--- src/rtl/cpu_clk_ctrl.sv ---
// cpu_clk_ctrl: clock-enable sequencer for the pipelined CPU.
// The core runs on the single system clock. This block decides on which
// cycles it advances by issuing one-cycle o_cpu_ce pulses. The pulses come
// from a free-running divider (RUN), a debounced push-button (STEP), or an
// N-pulse burst (BURST). A PC breakpoint stops the pulses and parks the
// sequencer in BP_HALT.
module cpu_clk_ctrl #(
  parameter logic [19:0] DEBOUNCE_CYCLES = 20'd500000,
  parameter int          CNT_W           = 32
) (
  input  logic             clock,
  input  logic             reset,
  input  logic [1:0]       i_mode,
  input  logic [CNT_W-1:0] i_div_ratio,
  input  logic             i_step_btn,
  input  logic [15:0]      i_burst_len,
  input  logic             i_bp_en,
  input  logic [31:0]      i_bp_addr,
  input  logic [31:0]      i_pc,
  output logic             o_cpu_ce,
  output logic             o_busy,
  output logic             o_halted_bp,
  output logic [CNT_W-1:0] o_tick_count
);

  // Mode encoding of i_mode.
  localparam logic [1:0] M_HALT  = 2'b00;
  localparam logic [1:0] M_RUN   = 2'b01;
  localparam logic [1:0] M_STEP  = 2'b10;
  localparam logic [1:0] M_BURST = 2'b11;

  localparam logic [CNT_W-1:0] CNT_ONE = {{(CNT_W-1){1'b0}}, 1'b1};

  typedef enum logic [1:0] {
    S_IDLE    = 2'b00,
    S_RUN     = 2'b01,
    S_BURST   = 2'b10,
    S_BP_HALT = 2'b11
  } state_t;

  // ---------------------------------------------------------------------
  // Step button: synchronizer, debounce, rising-edge strobe
  // ---------------------------------------------------------------------
  logic        r_sync0;
  logic        r_sync1;
  logic [19:0] r_db_cnt;
  logic        r_deb;
  logic        r_deb_q;
  logic        w_press;

  // Bring the raw button into the clock domain and accept a new level only
  // after it has differed from the current one for DEBOUNCE_CYCLES cycles
  // in a row. Any sample matching the current level restarts the count.
  always_ff @(posedge clock or posedge reset) begin
    if (reset) begin
      r_sync0  <= 1'b0;
      r_sync1  <= 1'b0;
      r_db_cnt <= '0;
      r_deb    <= 1'b0;
      r_deb_q  <= 1'b0;
    end else begin
      r_sync0 <= i_step_btn;
      r_sync1 <= r_sync0;
      r_deb_q <= r_deb;
      if (r_sync1 == r_deb) begin
        r_db_cnt <= '0;
      end else if (r_db_cnt == DEBOUNCE_CYCLES - 20'd1) begin
        r_deb    <= r_sync1;
        r_db_cnt <= '0;
      end else begin
        r_db_cnt <= r_db_cnt + 20'd1;
      end
    end
  end

  // The press strobe is high for exactly one cycle after the debounced
  // level rises.
  assign w_press = r_deb & ~r_deb_q;

  // ---------------------------------------------------------------------
  // Divider and breakpoint compare
  // ---------------------------------------------------------------------
  state_t           r_state;
  logic [CNT_W-1:0] r_cnt;
  logic [15:0]      r_remaining;
  logic             r_cpu_ce;
  logic             r_busy;
  logic             r_halted_bp;
  logic [CNT_W-1:0] r_tick_count;

  logic [CNT_W-1:0] w_eff;
  logic [CNT_W-1:0] w_eff_m1;
  logic             w_active;
  logic             w_tick;
  logic             w_wrap;
  logic             w_bp_hit;

  // A divide ratio of 0 behaves like 1, so RUN never stalls.
  assign w_eff    = (i_div_ratio == '0) ? CNT_ONE : i_div_ratio;
  assign w_eff_m1 = w_eff - CNT_ONE;
  assign w_active = (r_state == S_RUN) | (r_state == S_BURST);
  // The counter is compared against the live ratio every cycle. If the ratio
  // shrinks below the current count, the counter wraps instead of running
  // up through 2^CNT_W. Only an exact match is a tick.
  assign w_tick   = w_active & (r_cnt == w_eff_m1);
  assign w_wrap   = w_active & (r_cnt >= w_eff_m1);
  assign w_bp_hit = i_bp_en & (i_pc == i_bp_addr);

  // ---------------------------------------------------------------------
  // Sequencer decode
  // ---------------------------------------------------------------------
  state_t      w_nxt_state;
  logic        w_ce;
  logic [15:0] w_rem_nxt;
  logic        w_nxt_active;

  // Next-state and pulse decision. The priority is mode exit, then
  // breakpoint, then tick.
  always_comb begin
    w_nxt_state = r_state;
    w_ce        = 1'b0;
    w_rem_nxt   = r_remaining;
    case (r_state)
      S_IDLE: begin
        if (i_mode == M_RUN) begin
          w_nxt_state = S_RUN;
        end else if ((i_mode == M_STEP) && w_press) begin
          w_ce = 1'b1;
        end else if ((i_mode == M_BURST) && w_press && (i_burst_len != 16'd0)) begin
          w_nxt_state = S_BURST;
          w_rem_nxt   = i_burst_len;
        end
      end
      S_RUN: begin
        if (i_mode != M_RUN) begin
          w_nxt_state = S_IDLE;
        end else if (w_tick && w_bp_hit) begin
          w_nxt_state = S_BP_HALT;
        end else if (w_tick) begin
          w_ce = 1'b1;
        end
      end
      S_BURST: begin
        // Only HALT aborts a burst. STEP and RUN let it finish.
        if (i_mode == M_HALT) begin
          w_nxt_state = S_IDLE;
          w_rem_nxt   = 16'd0;
        end else if (w_tick && w_bp_hit) begin
          w_nxt_state = S_BP_HALT;
          w_rem_nxt   = 16'd0;
        end else if (w_tick) begin
          w_ce      = 1'b1;
          w_rem_nxt = r_remaining - 16'd1;
          if (r_remaining == 16'd1) begin
            w_nxt_state = S_IDLE;
          end
        end
      end
      S_BP_HALT: begin
        if (i_mode == M_HALT) begin
          w_nxt_state = S_IDLE;
        end else if (w_press) begin
          // Step over the breakpoint without checking it again.
          w_ce        = 1'b1;
          w_nxt_state = (i_mode == M_RUN) ? S_RUN : S_IDLE;
        end
      end
      default: begin
        w_nxt_state = S_IDLE;
      end
    endcase
  end

  assign w_nxt_active = (w_nxt_state == S_RUN) | (w_nxt_state == S_BURST);

  // State register with registered outputs. The divider runs only while
  // staying in RUN/BURST and restarts from 0 on every entry.
  always_ff @(posedge clock or posedge reset) begin
    if (reset) begin
      r_state      <= S_IDLE;
      r_cnt        <= '0;
      r_remaining  <= 16'd0;
      r_cpu_ce     <= 1'b0;
      r_busy       <= 1'b0;
      r_halted_bp  <= 1'b0;
      r_tick_count <= '0;
    end else begin
      r_state     <= w_nxt_state;
      r_remaining <= w_rem_nxt;
      r_cpu_ce    <= w_ce;
      r_busy      <= w_nxt_active;
      r_halted_bp <= (w_nxt_state == S_BP_HALT);
      if (w_ce) begin
        r_tick_count <= r_tick_count + CNT_ONE;
      end
      if (w_nxt_active && w_active) begin
        r_cnt <= w_wrap ? '0 : (r_cnt + CNT_ONE);
      end else begin
        r_cnt <= '0;
      end
    end
  end

  assign o_cpu_ce     = r_cpu_ce;
  assign o_busy       = r_busy;
  assign o_halted_bp  = r_halted_bp;
  assign o_tick_count = r_tick_count;

endmodule

--- config.mk ---
export PLATFORM = sky130hd
export DESIGN_NAME = cpu_clk_ctrl
export DESIGN_NICKNAME = d
export VERILOG_FILES = /design/src/rtl/cpu_clk_ctrl.sv
export SDC_FILE = /design/constraint.sdc
export NUM_CORES = 1
export LEC_CHECK = 0
export CAP_MARGIN = 10
export CORE_MARGIN = 8
export CORE_UTILIZATION = 47
export CTS_BUF_LIST = sky130_fd_sc_hd__clkbuf_4 sky130_fd_sc_hd__clkbuf_8 sky130_fd_sc_hd__clkbuf_16
export DETAILED_ROUTE_END_ITERATION = 16
export HOLD_SLACK_MARGIN = 0.08
export PLACE_DENSITY_LB_ADDON = 0.12
export SYNTH_ARGS = -nofsm -noshare
export SYNTH_HDL_FRONTEND = slang
export SYNTH_SLANG_ARGS = --single-unit
--- constraint.sdc ---
create_clock -name clock -period 3.65 [get_ports clock]
set_input_delay 0.73 -clock clock [delete_from_list [all_inputs] [get_ports clock]]
set_output_delay 0.73 -clock clock [all_outputs]
set_load 0.05 [all_outputs]
==> reports/qor.txt <==
Status - finished with violations
Failing checks - negative setup slack
Required @ worst endpoint - 3.94 ns
CP most frequent cell - nand4_1
Largest net degree at the start of global routing - 54
Input/output buffers - 152
Synth Instances - 807
Fillcell total - 1149
Sequential element share of the synthesized area - 37.3%
Min-Delay Path Class - reg -> reg
Top post-synthesis cells by area - dfrtp_1 37%, xor2_1 10%, ha_1 7.4%
DR iter-0 viols - 266
Antenna diodes - 0
Initial antenna violation count - 0
All-Layer GR Usage - 22.0%
Setup crit start kind - input pin
Routability cong. - 0.946
Vias - 6944
First-pass GRT wire length - 35.6 mm
Syn_area_per_cell - 9.07 µm²
Row count - 45
Main flop type after synthesis - dfrtp_1
Leading area contributor after synthesis - dfrtp_1
P per Cell Area - 402 nW/µm²
FF-to-FF setup slack - 0.09 ns
Mapped Nets - 968
Routed WL - 21.8 mm
Crit-path slowest cell - or4_4
Slew margin rel. - 55.5%
Count leader, synth - dfrtp_1
IR Drop Worst-Case VDD - 0.548 mV
Root Driver - clkbuf_16
Yosys warnings - 0
CP Capture Type - register
Setup violations, final - 85
Final min period - 5.18 ns
GR Util met1 - 28.7%
Die width - 141 µm
Fmax - 0.193 GHz
Layout cells sized above 1 - 22.5%
CORE AREA - 15200 µm²
Clk_skew - 0.0131 ns
Clk slew on worst S/H paths - 0.07 ns
Final net count - 1223
Crit-path max FO - 8
Vias in the first global route - 7013
RR Endpoint - r_cnt[19]
Initial DRT Pass Iterations - 5
Delay of the slowest critical-path stage - 0.55 ns
Crit path launch - i_div_ratio[8]
Met3 Track Usage GR - 5.54%
Clock sink count - 109
Total grt overflow - 0
Number of synthesized flops with an enable pin - 0
Worst-Skew Late Latency - 0.36 ns
#FFs+latches synth - 109
Final worst path period share - 142%
Post-detail-place hpwl - 15.5 mm
Max-cap violations - 0
R2R cell count - 14
Hold Slack - 0.352 ns
Drt wl/cell - 17.4 µm
Starting Density - 48.1%
Mapped cell area - 7320 µm²
Post-synth top area share - 37.3%
CTS tree - done
Synth async-reset ratio - 100%
H-tree Lvls - 3
# IOs - 153
Actual slew at the worst max-slew pin - 0.662 ns
Die Area - 19800 µm²
Static leakage - 5.01 nW
# DRC - 0
Place WS - -2.00 ns
Synth top cells by count - 109 x dfrtp_1, 99 x nor2_1, 87 x xor2_1
Grt met2 use - 35.0%
Fin worst setup slack - -1.53 ns
Final ANT Viol Nets - 0
Library cells used by synthesis - 60
Final hold vios - 0
TritonCTS buffer count - 9
Slew Viols, Final - 0
R2r startpoint - r_remaining[7]
CP arrival - 5.47 ns
Area Overhead vs Synth - 51.1%
Die H - 141 µm
DR vias/cell - 5.54
Worst setup path class - in -> reg
RSZ-0062 raised after global routing - yes
GRT busiest layer - met2
Setup crit end - r_cnt[19]
CTS max path bufs - 2
## state kept, by name, summed over array words and instances (netlist names)
signal and flops:
o_busy 1, o_cpu_ce 1, o_halted_bp 1, o_tick_count 32, r_cnt 32, r_db_cnt 20, r_deb 1, r_deb_q 1
r_remaining 16, r_state 2, r_sync0 1, r_sync1 1
## layout make-up
class	instances	area, µm²	area share [%]
multi-input combinational	639	5040	45.6
sequential	109	2730	24.7
timing repair buffer	266	2630	23.8
clock buffer	10	239	2.16
tap	188	235	2.13
inverter	37	141	1.28
clock inverter	5	35.0	0.317
## power breakdown
part | internal, mW | switching, mW | leakage (nW) | total, mW
clock network | 0.480 | 0.459 | 0.135 | 0.939
registers | 1.32 | 0.125 | 1.46 | 1.44
logic | 1.05 | 1.01 | 3.42 | 2.06
total | 2.85 | 1.60 | 5.01 | 4.45
## through the flow
step	utilization, %	instance area [µm²]	TNS (ns)	std cells	power (mW)
final	72.7	11100	-100.15	1254	4.45
after global routing	72.7	11100	-122.70	1254	4.65
after CTS	71.2	10800	-87.47	1248	4.32
after detailed placement	65.1	9900	-145.74	1206	2.67
after global placement	65.1	9900	-137.84	1206	2.65
after floorplan	-	7650	-92.21	807	2.23
## worst min-delay path by stage
stage / start / end / cells after the start
finish: r_sync0 / r_sync1 / 0
global route: r_sync0 / r_sync1 / 0
CTS: r_sync0 / r_sync1 / 0
detailed placement: r_sync0 / r_sync1 / 0
global placement: r_sync0 / r_sync1 / 0
floorplan: r_sync0 / r_sync1 / 0
## worst max-delay path, delay by kind of cell
kind            cells  cell delay, ns
compound gates      5            0.95
simple gates       13            2.28
xor+xnor            1            0.13
fa+ha+maj           3            0.76
buf+inv             4            0.57
## kinds of logic after synthesis
logic type                 Yosys count  share of synthesized area [%]
muxes                                5                          0.718
xor gates and xnor gates           136                           16.3
adders and majority gates           43                           7.35
DFF                                109                           37.3
AOI/OAI and AO/OA                   96                           8.91
buffers and inverters               59                           3.47
and+or+nand+nor                    359                           26.0
## per-layer routing
metal  part of all wire, %  up-vias
li1                      -     3356
met1                    45     3318
met2                    46      227
met3                   6.3       43
met4                   2.4        0
met5                     0        -
## cells in the final DEF, fill, tap and decap left out, types with 17 or more instances in the layout
cell type | synthesis | final
ha_1 | 43 | 41
xnor2_1 | 49 | 49
nor3_1 | 42 | 27
xor2_1 | 87 | 87
dfrtp_1 | 109 | 109
nand3_1 | 45 | 41
buf_4 | 2 | 90
clkdlybuf4s50_1 | 0 | 139
nand4_1 | 22 | 22
nor2_1 | 99 | 69
inv_1 | 37 | 36
and3_1 | 17 | 17
nor2_4 | 0 | 21
nand2_1 | 52 | 51
## repair_timing
item | CTS | global route
buffers inserted | 22 | 5
pin swaps | 63 | 24
setup endpoints to repair | 85 | 85
gates cloned | 6 | 1
hold buffers | 0 | 0
gates resized for setup | 105 | 28
No activity file was read; power rests on OpenSTA's default activity.
